===== src/rtl/lb_byte_sequencer.sv =====
// lb_byte_sequencer: runs an NBYTES-wide operation through one 8-bit
// logicBlock, one byte slice per clock, LSB first, with the Co chained.
//
// Ports:
//   clk, rst           clock, synchronous active-high reset
//   start              request, sampled only in IDLE
//   op_a, op_b         wide operands, latched on an accepted start
//   mode, cin          logicBlock m code and carry into slice 0
//   busy, done         busy in RUN/DONE; done pulses for one cycle
//   result, cout       assembled W bytes and final Co, held until next start
//   lb_a, lb_b         byte slice driven to the logicBlock
//   lb_m, lb_ci        latched m code and chained carry to the logicBlock
//   lb_w, lb_co        logicBlock outputs for the current slice
module lb_byte_sequencer #(
    parameter int NBYTES = 4
) (
    input  logic                  clk,
    input  logic                  rst,
    input  logic                  start,
    input  logic [8*NBYTES-1:0]   op_a,
    input  logic [8*NBYTES-1:0]   op_b,
    input  logic [1:0]            mode,
    input  logic                  cin,
    output logic                  busy,
    output logic                  done,
    output logic [8*NBYTES-1:0]   result,
    output logic                  cout,
    output logic [7:0]            lb_a,
    output logic [7:0]            lb_b,
    output logic [1:0]            lb_m,
    output logic                  lb_ci,
    input  logic [7:0]            lb_w,
    input  logic                  lb_co
);

    localparam int W  = 8 * NBYTES;
    localparam int IW = $clog2(NBYTES);
    localparam logic [IW-1:0] LAST = IW'(NBYTES - 1);

    typedef enum logic [1:0] {
        IDLE,
        RUN,
        DONE
    } state_t;

    state_t        state;
    state_t        state_nxt;
    logic [IW-1:0] idx;
    logic          carry;
    logic [W-1:0]  a_q;
    logic [W-1:0]  b_q;
    logic [1:0]    m_q;
    logic          last;

    assign last = (idx == LAST);

    always_ff @(posedge clk) begin
        if (rst) begin
            state <= IDLE;
        end else begin
            state <= state_nxt;
        end
    end

    always_comb begin
        state_nxt = state;
        busy      = 1'b0;
        done      = 1'b0;
        lb_a      = '0;
        lb_b      = '0;
        lb_m      = '0;
        lb_ci     = 1'b0;
        unique case (state)
            IDLE: begin
                if (start) begin
                    state_nxt = RUN;
                end
            end
            RUN: begin
                busy  = 1'b1;
                // {idx,3'b000} is the bit offset of byte idx
                lb_a  = a_q[{idx, 3'b000} +: 8];
                lb_b  = b_q[{idx, 3'b000} +: 8];
                lb_m  = m_q;
                lb_ci = carry;
                if (last) begin
                    state_nxt = DONE;
                end
            end
            DONE: begin
                busy      = 1'b1;
                done      = 1'b1;
                state_nxt = IDLE;
            end
            default: begin
                state_nxt = IDLE;
            end
        endcase
    end

    always_ff @(posedge clk) begin
        if (rst) begin
            idx    <= '0;
            carry  <= 1'b0;
            a_q    <= '0;
            b_q    <= '0;
            m_q    <= '0;
            result <= '0;
            cout   <= 1'b0;
        end else begin
            unique case (state)
                IDLE: begin
                    if (start) begin
                        a_q    <= op_a;
                        b_q    <= op_b;
                        m_q    <= mode;
                        carry  <= cin;
                        idx    <= '0;
                        result <= '0;
                        cout   <= 1'b0;
                    end
                end
                RUN: begin
                    result[{idx, 3'b000} +: 8] <= lb_w;
                    carry <= lb_co;
                    if (last) begin
                        cout <= lb_co;
                        idx  <= '0;
                    end else begin
                        idx  <= idx + 1'b1;
                    end
                end
                default: begin
                end
            endcase
        end
    end

endmodule


===== config.mk =====
export PLATFORM = sky130hd
export DESIGN_NAME = lb_byte_sequencer
export DESIGN_NICKNAME = d
export VERILOG_FILES = /design/src/rtl/lb_byte_sequencer.sv
export SDC_FILE = /design/constraint.sdc
export NUM_CORES = 1
export LEC_CHECK = 0
export ABC_AREA = 1
export BUFFER_PORTS_ARGS = -buffer_cell sky130_fd_sc_hd__buf_2
export CAP_MARGIN = 20
export CORE_UTILIZATION = 42
export DETAILED_ROUTE_END_ITERATION = 16
export PLACE_DENSITY = 0.66
export SYNTH_ARGS = -nofsm -noshare
export SYNTH_HDL_FRONTEND = slang
export SYNTH_SLANG_ARGS = --single-unit

===== constraint.sdc =====
create_clock -name clk -period 2.15 [get_ports clk]
set_input_delay 0.3225 -clock clk [delete_from_list [all_inputs] [get_ports clk]]
set_output_delay 0.3225 -clock clk [all_outputs]
set_load 0.02 [all_outputs]

---- Word-level counts from Yosys, hierarchy flattened ----
Index checks and enable logic that the tools add are counted.
cells by class
  multipliers ............................. 0
  multiplexer cells ....................... 20
  bitwise logic cells ..................... 0
  divide/modulo/power cells ............... 0
  add/sub/neg operators ................... 2
  reductions and logical operators ........ 7
  magnitude comparators ................... 0
  eq/ne operators ......................... 5
  shift-type cells ........................ 4
operators by type and width
  operator                count
  $pmux 32 s2             1
  $shiftx 32x6->8         2
  $bwmux 32               1
  $mux 32                 1
  $shift 8x7->32 const A  1
  $shiftx 8x7->32         1
  $mux 8                  2
  $mux 2                  5
  $pmux 2 s2              2
  $neg 5->7               1
  $mux 1                  6
  $reduce_and 2->1        3
  $eq 2x2->1 const B      2
  $ne 2x2->1 const B      2
  $pmux 1 s2              2
  $reduce_and 3->1        1
  $add 2x1->2 const B     1
  $eq 2x1->1 const B      1
  $logic_not 2->1         1
  $reduce_bool 2->1       1
  $reduce_or 2->1         1
word-level totals
  word-level logic and storage cells ...... 46
  output and inout bits ................... 54
  input bits .............................. 79
  memories ................................ 0
  register bits ........................... 104
  bits in latches ......................... 0
  bits in writable memories ............... 0
  memory bits (read-only) ................. 0

---- Depth between registers and ports, before layout ----
Gate-level depths: netlist (run 1).
  depth after elaboration ................. 4
  gate-level depth with buffers ........... 11
  mapped depth without buffers ............ 9

---- Worst setup path after synthesis (run 1) ----
OpenSTA, ideal clock, no wires.
  kind .................................... reg-to-output
  start ................................... register state[1]
  end ..................................... output port lb_a[0]
  cell stages (with the launch flop) ...... 7
  path slack .............................. 0.449 ns
  required time ........................... 1.827 ns
  buffers on the path ..................... 2
  arrival time ............................ 1.378 ns
  cells stage by stage .................... dfxtp_1 > inv_1 > ha_1 > inv_2 > buf_2 > buf_1 > a21oi_1
on the way
  cells in the longest elaborated chain, start to end .. 2
RTL lines
  item                    line  source
  from (decl)             46    state_t state;
  from (signal assigned)  61    state <= state_nxt;
  $eq 2x1->1              73    unique case (state)
  $mux 8                  73
  to (decl)               28    output logic [7:0] lb_a,
No other way between the ends.

---- Worst setup path in the final report (run 1) ----
  start ................................... register state[1]
  end ..................................... output port lb_a[7]
Same word-level chain as after synthesis.

==> qor.yml, run 1 <==
status: "finished clean"
min_period_over_period_pct: 91.0
vias: 4750
finalSetupViolCount: 0
ys_seq_elements: 104
synth_area_mm2: 0.00497
nFillCells: 1177
routedWlPerCell_um: 11.9
grt_pass1_wl_mm: 20.6
first_iter_violations: 273
clock_sinks: 104
synth_ff_type: "dfxtp_1"
wl_met2_mm: 5.45
slew_viol_final: 0
cp_cell_sequence: "inv_1 > ha_1 > inv_2 > a21oi_1 > buf_2"
dr_wl_met3_um: 578
critPathCaptureType: "output pin"
path_class: "reg -> out"
vias_per_cell: 4.68
r2r_slack_ns: 0.52
path_clk_slew_ns: 0.07
min_period_ns: 1.96
htreeDepth: 3
dieArea_mm2: 0.0123
insertion_delay_ns: 0.35
ys_warn_count: 0
postCtsResizedCells: 0
hold_violations: 0
cp.arrival_ns: 1.63
hp-class: "in -> reg"
start_util_pct: 43.4
netlist.top_cell.by_area: "dfxtp_1"
diodes: 0
reg2reg_depth: 7
drive_gt1_share_pct: 21.0
skew_ns: 0.00537
post-cts-setup-buffers: 0
ys_seq_area_share_pct: 41.9
coreArea_mm2: 0.0115
slowest_stage: "dfxtp_1"
holdPathStages: 2
first_pass_iters: 4
synth_enable_flop_cells: 0
fin_tns_setup_ns: 0
io_buffers: 132
yosysTopAreaCellShare_pct: 41.9
final_common_cell: "nor2_1"
synthTopCellsByArea: "dfxtp_1 (42%), nor2_1 (23%), o21ai_0 (8.6%)"
cts_tree: "done"
hold_buffers: 0
cts-root-buf: "clkbuf_16"
cts_made_buffers: 9
grt_max_degree: 67
drt_wl_total_mm: 12.1
cp_max_fo: 20
max_freq_mhz: 511
p_per_area_mw_per_mm2: 1550
nNetsFinal: 955
hold_ws_ns: 0.155
start_kind: "flip-flop"
clk_path_buf_depth: 2
dieWidth_um: 111
ioPinCount: 133
synth_cells: 753
p_leak_nw: 2.94
final_antenna_net_count: 0
max_cap_violations: 0
syn_area_per_cell_um2: 6.60
highest_layer: "met4"
mostFrequentLayoutCells: "nor2_1 (300), buf_2 (132), dfxtp_1 (103), nand2_1 (92), o21ai_0 (85)"
drc_errors: 0
worst_pin_slew_ns: 0.441
grt_usage_pct: 20.5
rsz0062_at_grt: "no"
max_stage_delay_ns: 0.34
grt_overflow_total: 0
antenna_found_initial: 0
cp.required_ns: 1.83
grt_pass1_vias: 4336
drt-met1-wl_mm: 5.84
synth.net_count: 842
place.gp.congestion: 0.805
place_hpwl_mm: 8.52
synth_cell_types: 23
max_slew_margin_pct: 70.6
rows: 39
fp.dieH_um: 111
area_growth_syn_to_layout_pct: 21.4
finalPower_mw: 9.38
async_flop_share_pct: 0
worst_ir_drop_vdd_mv: 0.820
==> per-layer routing <==
metal,up-vias,GRT usage [%]
met5,-,0
met4,0,7.73
met3,17,3.06
met2,135,32.6
met1,2056,28.1
li1,2542,-
==> synth_stat cells (3+ instances only) <==
cell type / instances
nor2_1: 300
a21oi_1: 20
inv_2: 7
dfxtp_1: 104
ha_1: 10
buf_6: 9
o21ai_0: 85
clkbuf_2: 5
nor2_2: 3
nand2_1: 92
clkbuf_1: 11
buf_2: 14
nand3_4: 3
inv_1: 52
nand2_2: 5
o21ai_1: 16
nand3_1: 9
==> state kept, by name (all words and copies together) (netlist names) <==
name,flops
a_q,32
idx,2
cout,1
state,2
b_q,32
carry,1
result,32
m_q,2
==> per-stage QoR <==
| step | setup WS (ns) | util, % | std cells | area [um2] |
|---|---|---|---|---|
| 6_report | 0.194 | 52.6 | 1014 | 6040 |
| 5_1_grt | 0.0993 | 52.6 | 1014 | 6040 |
| 4_1_cts | 0.195 | 52.6 | 1014 | 6040 |
| 3_5_place_dp | 0.502 | 49.7 | 998 | 5700 |
| 3_3_place_gp | 0.553 | 49.7 | 998 | 5700 |
| 2_1_floorplan | 0.449 | - | 753 | 4970 |
==> power breakdown <==
group | internal (mW) | switching (mW)
Sequential | 2.64 | 0.353
Combinational | 1.54 | 2.98
Clock | 1.14 | 0.724
==> cell type report <==
cell class              instances  area [um2]  area share (%)
clock inverters                 5         105            1.74
flip-flops and latches        104        2080            34.5
inverters                      59         221            3.67
clock buffers                  11         233            3.86
repair buffers                144         801            13.3
well taps                     143         179            2.96
multi-input cells             548        2410            40.0
==> cell families after synthesis <==
group                      count (synthesis)  synth area share, %
DFF                                      104                 41.9
adders and majority gates                 10                 2.52
AOI/OAI and AO/OA                        121                 12.2
buffers and inverters                    101                 9.61
and+or+nand+nor                          417                 33.8
==> worst paths after layout <==
| path | from | to |
|---|---|---|
| worst max-delay path | state[1] | lb_a[7] |
| worst min register to register | b_q[12] | b_q[12] |
| worst max register to register | state[0] | a_q[28] |
| worst min-delay path | rst | idx[1] |
==> critical path: cells and delay by family, from the launching register on <==
family                   cells  cell delay (ns)
flip-flops                   1             0.34
buffers and inverters        3             0.62
AO/OA/AOI/OAI                1             0.12
adder cells (fa/ha/maj)      1             0.21
Power figures use the tool's default switching activity.
==> run 2: changes to the inputs <==
Settings changed: CORE_UTILIZATION 42 to 53, PLACE_DENSITY 0.66 to 0.8.
==> qor.yml, run 2 (same netlist as run 1, synthesis figures left out) <==
status: "finished clean"
swShare_pct: 46.1  # +2.8 points
hold_buffers: 0  # unchanged
cp.required_ns: 1.83  # about the same
vias_per_cell: 4.97  # +6.0%
antenna_found_initial: 0  # unchanged
grt_usage_pct: 25.0  # +4.5 points
rows: 34  # -13%
drive_gt1_share_pct: 20.7  # -0.34 points
max_stage_delay_ns: 0.34  # about the same
clock_sinks: 104  # unchanged
internal_power_mw: 4.69  # -12%
grt_overflow_total: 0  # unchanged
max_cap_violations: 0  # unchanged
drt-met1-wl_mm: 5.25  # -10%
p_leak_nw: 2.85  # -3.0%
cts_tree: "done"
grt_max_degree: 104  # +55%
fin_cells: 974  # -3.9%
top_regs: "a_q (32), b_q (32), result (32)"
postCtsResizedCells: 0  # unchanged
ioPinCount: 133  # unchanged
finalSetupViolCount: 0  # unchanged
cp_cell_sequence: "inv_2 > buf_12 > o21ai_0 > a21oi_1 > buf_2"
cts_made_buffers: 9  # unchanged
max_slew_margin_pct: 69.3  # -1.3 points
htreeDepth: 3  # unchanged
rsz0062_at_grt: "yes"
cts-root-buf: "clkbuf_8"
p_seq_share_pct: 34.4  # +2.5 points
routedWlPerCell_um: 12.0  # +0.92%
post-place-cells: 959  # -3.9%
cp_max_fo: 21  # +5.0%
first_pass_iters: 4  # unchanged
start_kind: "flip-flop"
power.switching_mw: 4.01  # -1.3%
place_area_mm2: 0.00561  # -1.5%
place_hpwl_mm: 8.34  # -2.1%
hp-class: "in -> reg"
hold_violations: 0  # unchanged
fp.dieH_um: 98.9  # -11%
coreArea_mm2: 0.00889  # -22%
final_area_mm2: 0.00581  # -3.8%
highest_layer: "met4"
slew_viol_final: 0  # unchanged
worst_pin_slew_ns: 0.460  # +0.0195 ns
vias: 4836  # +1.8%
drt_wl_total_mm: 11.7  # -3.1%
grt_pass1_wl_mm: 19.8  # -4.0%
wl_met2_mm: 5.53  # +1.5%
clk_path_buf_depth: 2  # unchanged
min_period_ns: 2.06  # +0.104 ns
dieWidth_um: 98.9  # -11%
worst_ir_drop_vdd_mv: 0.571  # -30%
max_freq_mhz: 485  # -5.1%
cp.arrival_ns: 1.74  # +0.11 ns
final_common_cell: "nor2_1"
path_clk_slew_ns: 0.10  # +0.03 ns
area_growth_syn_to_layout_pct: 16.8
combPwrFrac_pct: 51.4  # +3.2 points
min_period_over_period_pct: 95.9  # +4.9 points
post-cts-setup-buffers: 0  # unchanged
nNetsFinal: 951  # -0.42%
io_buffers: 132  # unchanged
finalCoreUtilization_pct: 65.3  # +13 points
grt_pass1_vias: 4454  # +2.7%
p_clk_share_pct: 14.2  # -5.7 points
start_util_pct: 55.9  # +13 points
cp_top_family: "buffers and inverters"
path_class: "reg -> out"
skew_ns: 0.0133  # +0.00795 ns
final_antenna_net_count: 0  # unchanged
dr_wl_met3_um: 692  # +20%
slowest_stage: "dfxtp_2"
insertion_delay_ns: 0.37  # +0.02 ns
first_iter_violations: 204  # -25%
drc_errors: 0  # unchanged
place.gp.congestion: 0.832  # +3.3%
mostFrequentLayoutCells: "nor2_1 (300), buf_2 (132), dfxtp_1 (103), nand2_1 (92), o21ai_0 (85)"
critical_path_buf_inv_count: 3  # unchanged
p_per_area_mw_per_mm2: 1500  # -3.6%
critPathCaptureType: "output pin"
diodes: 0  # unchanged
dieArea_mm2: 0.00978  # -20%
## run 2: cell types whose count changed in the layout (fill, tap and decap cells not counted), sizes merged
| cell | delta |
|---|---|
| buf | -4 |
| bufinv | -2 |
| inv | +1 |
## run 2: per-stage QoR
stage               hold slack, ns  worst slack (ns)  TNS [ns]  power, mW
global placement             0.458             0.492         0       7.34
detailed placement           0.467             0.428         0       7.49
floorplan                    0.392             0.449         0       6.51
global route                 0.135           -0.0210   -0.0210       9.48
finish                       0.137            0.0892         0       8.70
CTS                          0.139            0.0989         0       8.73
## run 2: area by class of cell
class                      count  area, um2
clock buffer                  11        141
clock inverter                 4       53.8
fill                         805       3080
inverter                      59        221
multi-input combinational    548       2410
sequential                   104       2080
tap                          108        135
timing repair buffer         140        758
## run 2: final timing paths
path / cells past startpoint / endpoint / slack [ns] / start
worst min register to register: 2 / b_q[27] / 0.48 / b_q[27]
worst min-delay path: 2 / idx[1] / 0.14 / rst
worst max register to register: 6 / a_q[0] / 0.36 / state[0]
worst max-delay path: 5 / lb_a[7] / 0.09 / idx[0]
## run 2: metal layers
layer | vias to the layer above | GRT usage [%]
met2 | 160 | 43.2
met1 | 2129 | 31.5
met3 | 17 | 4.26
met5 | - | 0
met4 | 0 | 8.73
li1 | 2530 | -
## run 2: power by group through the flow
stage	clock network [mW]	logic, mW	registers (mW)
after floorplan	0	3.15	3.36
after global placement	0	4.35	3.00
after detailed placement	0	4.46	3.04
after CTS	1.26	4.48	2.99
after global routing	1.33	5.07	3.07
final	1.24	4.47	2.99
## run 2: worst reg2reg max path: stages, from the launching register on
cell and delay (ns):
dfxtp_1 0.35, inv_1 0.09, ha_1 0.28, nand2_2 0.22
buf_4 0.43, o21ai_0 0.23, nor2_1 0.12
==> run 3: changes to the inputs <==
Settings changed: ABC_AREA 1 to not set, BUFFER_PORTS_ARGS -buffer_cell sky130_fd_sc_hd__buf_2 to not set, CORE_UTILIZATION 53 to 58, DONT_BUFFER_PORTS set to 1, PLACE_DENSITY 0.8 to 0.74.
==> qor.yml, run 3 <==
status: "finished clean"
synthTopCellsByArea: "dfxtp_1 (43%), nand2_1 (11%), a21oi_1 (9.7%)"
reg2reg_depth: 6  # unchanged
synth_enable_flop_cells: 0  # unchanged
worst_pin_slew_ns: 0.548  # +0.0875 ns
final_common_cell: "nand2_1"
async_flop_share_pct: 0  # unchanged
fin_tns_setup_ns: 0  # unchanged
cp_max_fo: 16  # -24%
drt_wl_total_mm: 11.0  # -5.8%
p_per_area_mw_per_mm2: 804  # -46%
coreArea_mm2: 0.00785  # -12%
ys_warn_count: 0  # unchanged
max_cap_violations: 0  # unchanged
cp_num_cells: 3  # -2
grt_usage_pct: 25.5  # +0.50 points
insertion_delay_ns: 0.36  # about the same
drc_errors: 0  # unchanged
io_buffers: 0  # -100%
clk_path_buf_depth: 2  # unchanged
slowest_stage: "mux4_1"
cp_cell_sequence: "buf_12 > mux4_1 > and2_1"
start_kind: "flip-flop"
place_hpwl_mm: 7.36  # -12%
cp.arrival_ns: 1.74  # about the same
finalCoreUtilization_pct: 63.9  # -1.4 points
final_area_mm2: 0.00501  # -14%
cp.required_ns: 1.83  # about the same
final_antenna_net_count: 0  # unchanged
yosysMostFrequentCell: "nand2_1"
internal_power_mw: 2.89  # -38%
post-cts-setup-buffers: 0  # unchanged
worst_ir_drop_vdd_mv: 0.412  # -28%
skew_ns: 0.0131  # -0.000225 ns
netlist.top_cell.by_area: "dfxtp_1"
synth_area_mm2: 0.00479  # -3.6%
fp.dieH_um: 92.9  # -6.0%
mostFrequentLayoutCells: "nand2_1 (143), dfxtp_1 (103), a21oi_1 (93), o21ai_0 (33), nand4_1 (33)"
rsz0062_at_grt: "no"
multiInputGateArea_mm2: 0.00243  # +0.83%
clock_sinks: 104  # unchanged
top_regs: "a_q (32), b_q (32), result (32)"
grt_overflow_total: 0  # unchanged
synth_cells: 562  # -25%
critical_path_buf_inv_count: 1  # -2
hold_violations: 0  # unchanged
htreeDepth: 3  # unchanged
ys_seq_area_share_pct: 43.4  # +1.6 points
vias_per_cell: 5.98  # +20%
place_area_mm2: 0.00480  # -15%
cts_tree: "done"
dieArea_mm2: 0.00863  # -12%
min_period_over_period_pct: 96.1  # +0.29 points
critPathCaptureType: "output pin"
power.switching_mw: 1.14  # -72%
dieWidth_um: 92.9  # -6.0%
hold_buffers: 0  # unchanged
first_iter_violations: 233  # +14%
routedWlPerCell_um: 17.1  # +43%
min_period_ns: 2.07  # +0.00618 ns
hold_ws_ns: 0.0628  # -0.0743 ns
vias: 3842  # -21%
first_pass_iters: 5  # +1
holdPathStages: 1  # -1
p_clk_share_pct: 31.9  # +18 points
syn_area_per_cell_um2: 8.53  # +29%
place.gp.congestion: 0.805  # -3.3%
cts-root-buf: "clkbuf_8"
diodes: 0  # unchanged
slew_viol_final: 0  # unchanged
drive_gt1_share_pct: 8.32  # -12 points
synth_common_cells: "nand2_1 (144), dfxtp_1 (104), a21oi_1 (93)"
cts_made_buffers: 9  # unchanged
ioPinCount: 133  # unchanged
seqCellArea_mm2: 0.00208  # unchanged
grt_pass1_wl_mm: 17.4  # -12%
cp_top_family: "multiplexers"
area_growth_syn_to_layout_pct: 4.62
start_util_pct: 61.1  # +5.1 points
max_slew_margin_pct: 63.4  # -5.9 points
yosysTopAreaCellShare_pct: 43.4  # +1.6 points
max_stage_delay_ns: 0.58  # +0.24 ns
antenna_found_initial: 0  # unchanged
swShare_pct: 28.2  # -18 points
path_clk_slew_ns: 0.10  # about the same
grt_max_degree: 113  # +8.7%
nNetsFinal: 625  # -34%
combPwrFrac_pct: 16.0  # -35 points
max_freq_mhz: 484  # -0.30%
p_leak_nw: 1.84  # -36%
hp-class: "in -> reg"
synth.net_count: 651  # -23%
p_seq_share_pct: 52.1  # +18 points
synth_ff_type: "dfxtp_1"
nFillCells: 690  # -14%
path_class: "reg -> out"
finalSetupViolCount: 0  # unchanged
rows: 32  # -5.9%
grt_pass1_vias: 3441  # -23%
synth_cell_types: 32  # +39%
ys_seq_elements: 104  # unchanged
run 3: cell types whose count changed after synthesis, moves of 16 or more:
cell,delta
nor2b_1,+22
and2_1,+28
a21oi_1,+73
inv_1,-48
nand4_1,+33
nand2_1,+52
nor2_1,-297
o21ai_0,-52
o21ai_1,-16
run 3: power by group through the flow:
stage	combinational (mW)	sequential [mW]	clock, mW
2_1_floorplan	0.558	2.13	0
3_3_place_gp	0.625	2.14	0
3_5_place_dp	0.645	2.14	0
4_1_cts	0.648	2.10	1.30
5_1_grt	0.715	2.11	1.38
6_report	0.646	2.10	1.29
run 3: cells by family (layout without fill, tap and decap cells):
logic type      Yosys count  after routing  synth area share (%)
fa+ha+maj                10             10                  2.61
mux                      19             19                  8.95
simple gates            247            247                  25.5
buf+inv                  53             32                  5.93
flops                   104            104                  43.4
compound gates          129            129                  13.6
run 3: path summary, 6_finish.rpt:
path | start | endpoint | slack (ns)
hold reg to reg | a_q[19] | a_q[19] | 0.45
setup reg to reg | state[1] | result[10] | 0.37
setup / recovery | idx[0] | lb_b[3] | 0.08
hold / removal | rst | a_q[9] | 0.06
run 3: stage by stage:
step / cells / total power, mW / worst slack [ns]
floorplan: 562 / 2.68 / 0.116
global placement: 627 / 2.76 / 0.403
detailed placement: 627 / 2.79 / 0.311
CTS: 643 / 4.05 / 0.0505
global route: 643 / 4.21 / 0.0221
finish: 643 / 4.03 / 0.0830
run 3: timing repair:
action | CTS | global route
cloned | 0 | 0
gates resized for setup | 1 | 1
setup endpoints to repair | 1 | 3
endpoints found under the hold margin | 0 | 0
pin swaps | 0 | 0
run 3: cell type report:
class	count	share of cell area (%)
flip-flops and latches	104	41.5
well taps	102	2.54
repair buffers	12	2.79
clock inverters	5	1.27
inverters	4	0.299
clock buffers	11	3.02
multi-input cells	405	48.5
run 3: per-layer routing:
metal  GRT usage, %  routed length [um]
met5              0                   0
met4           8.46                 138
met3           5.75                 909
met2           38.9                5100
met1           35.8                4880
run 3: worst register-to-register path, stage by stage (launching register included):
cell and delay (ns):
dfxtp_1 0.35, inv_1 0.10, ha_2 0.29, buf_4 0.21, nor2b_1 0.49, o21ai_0 0.15, a21oi_1 0.14
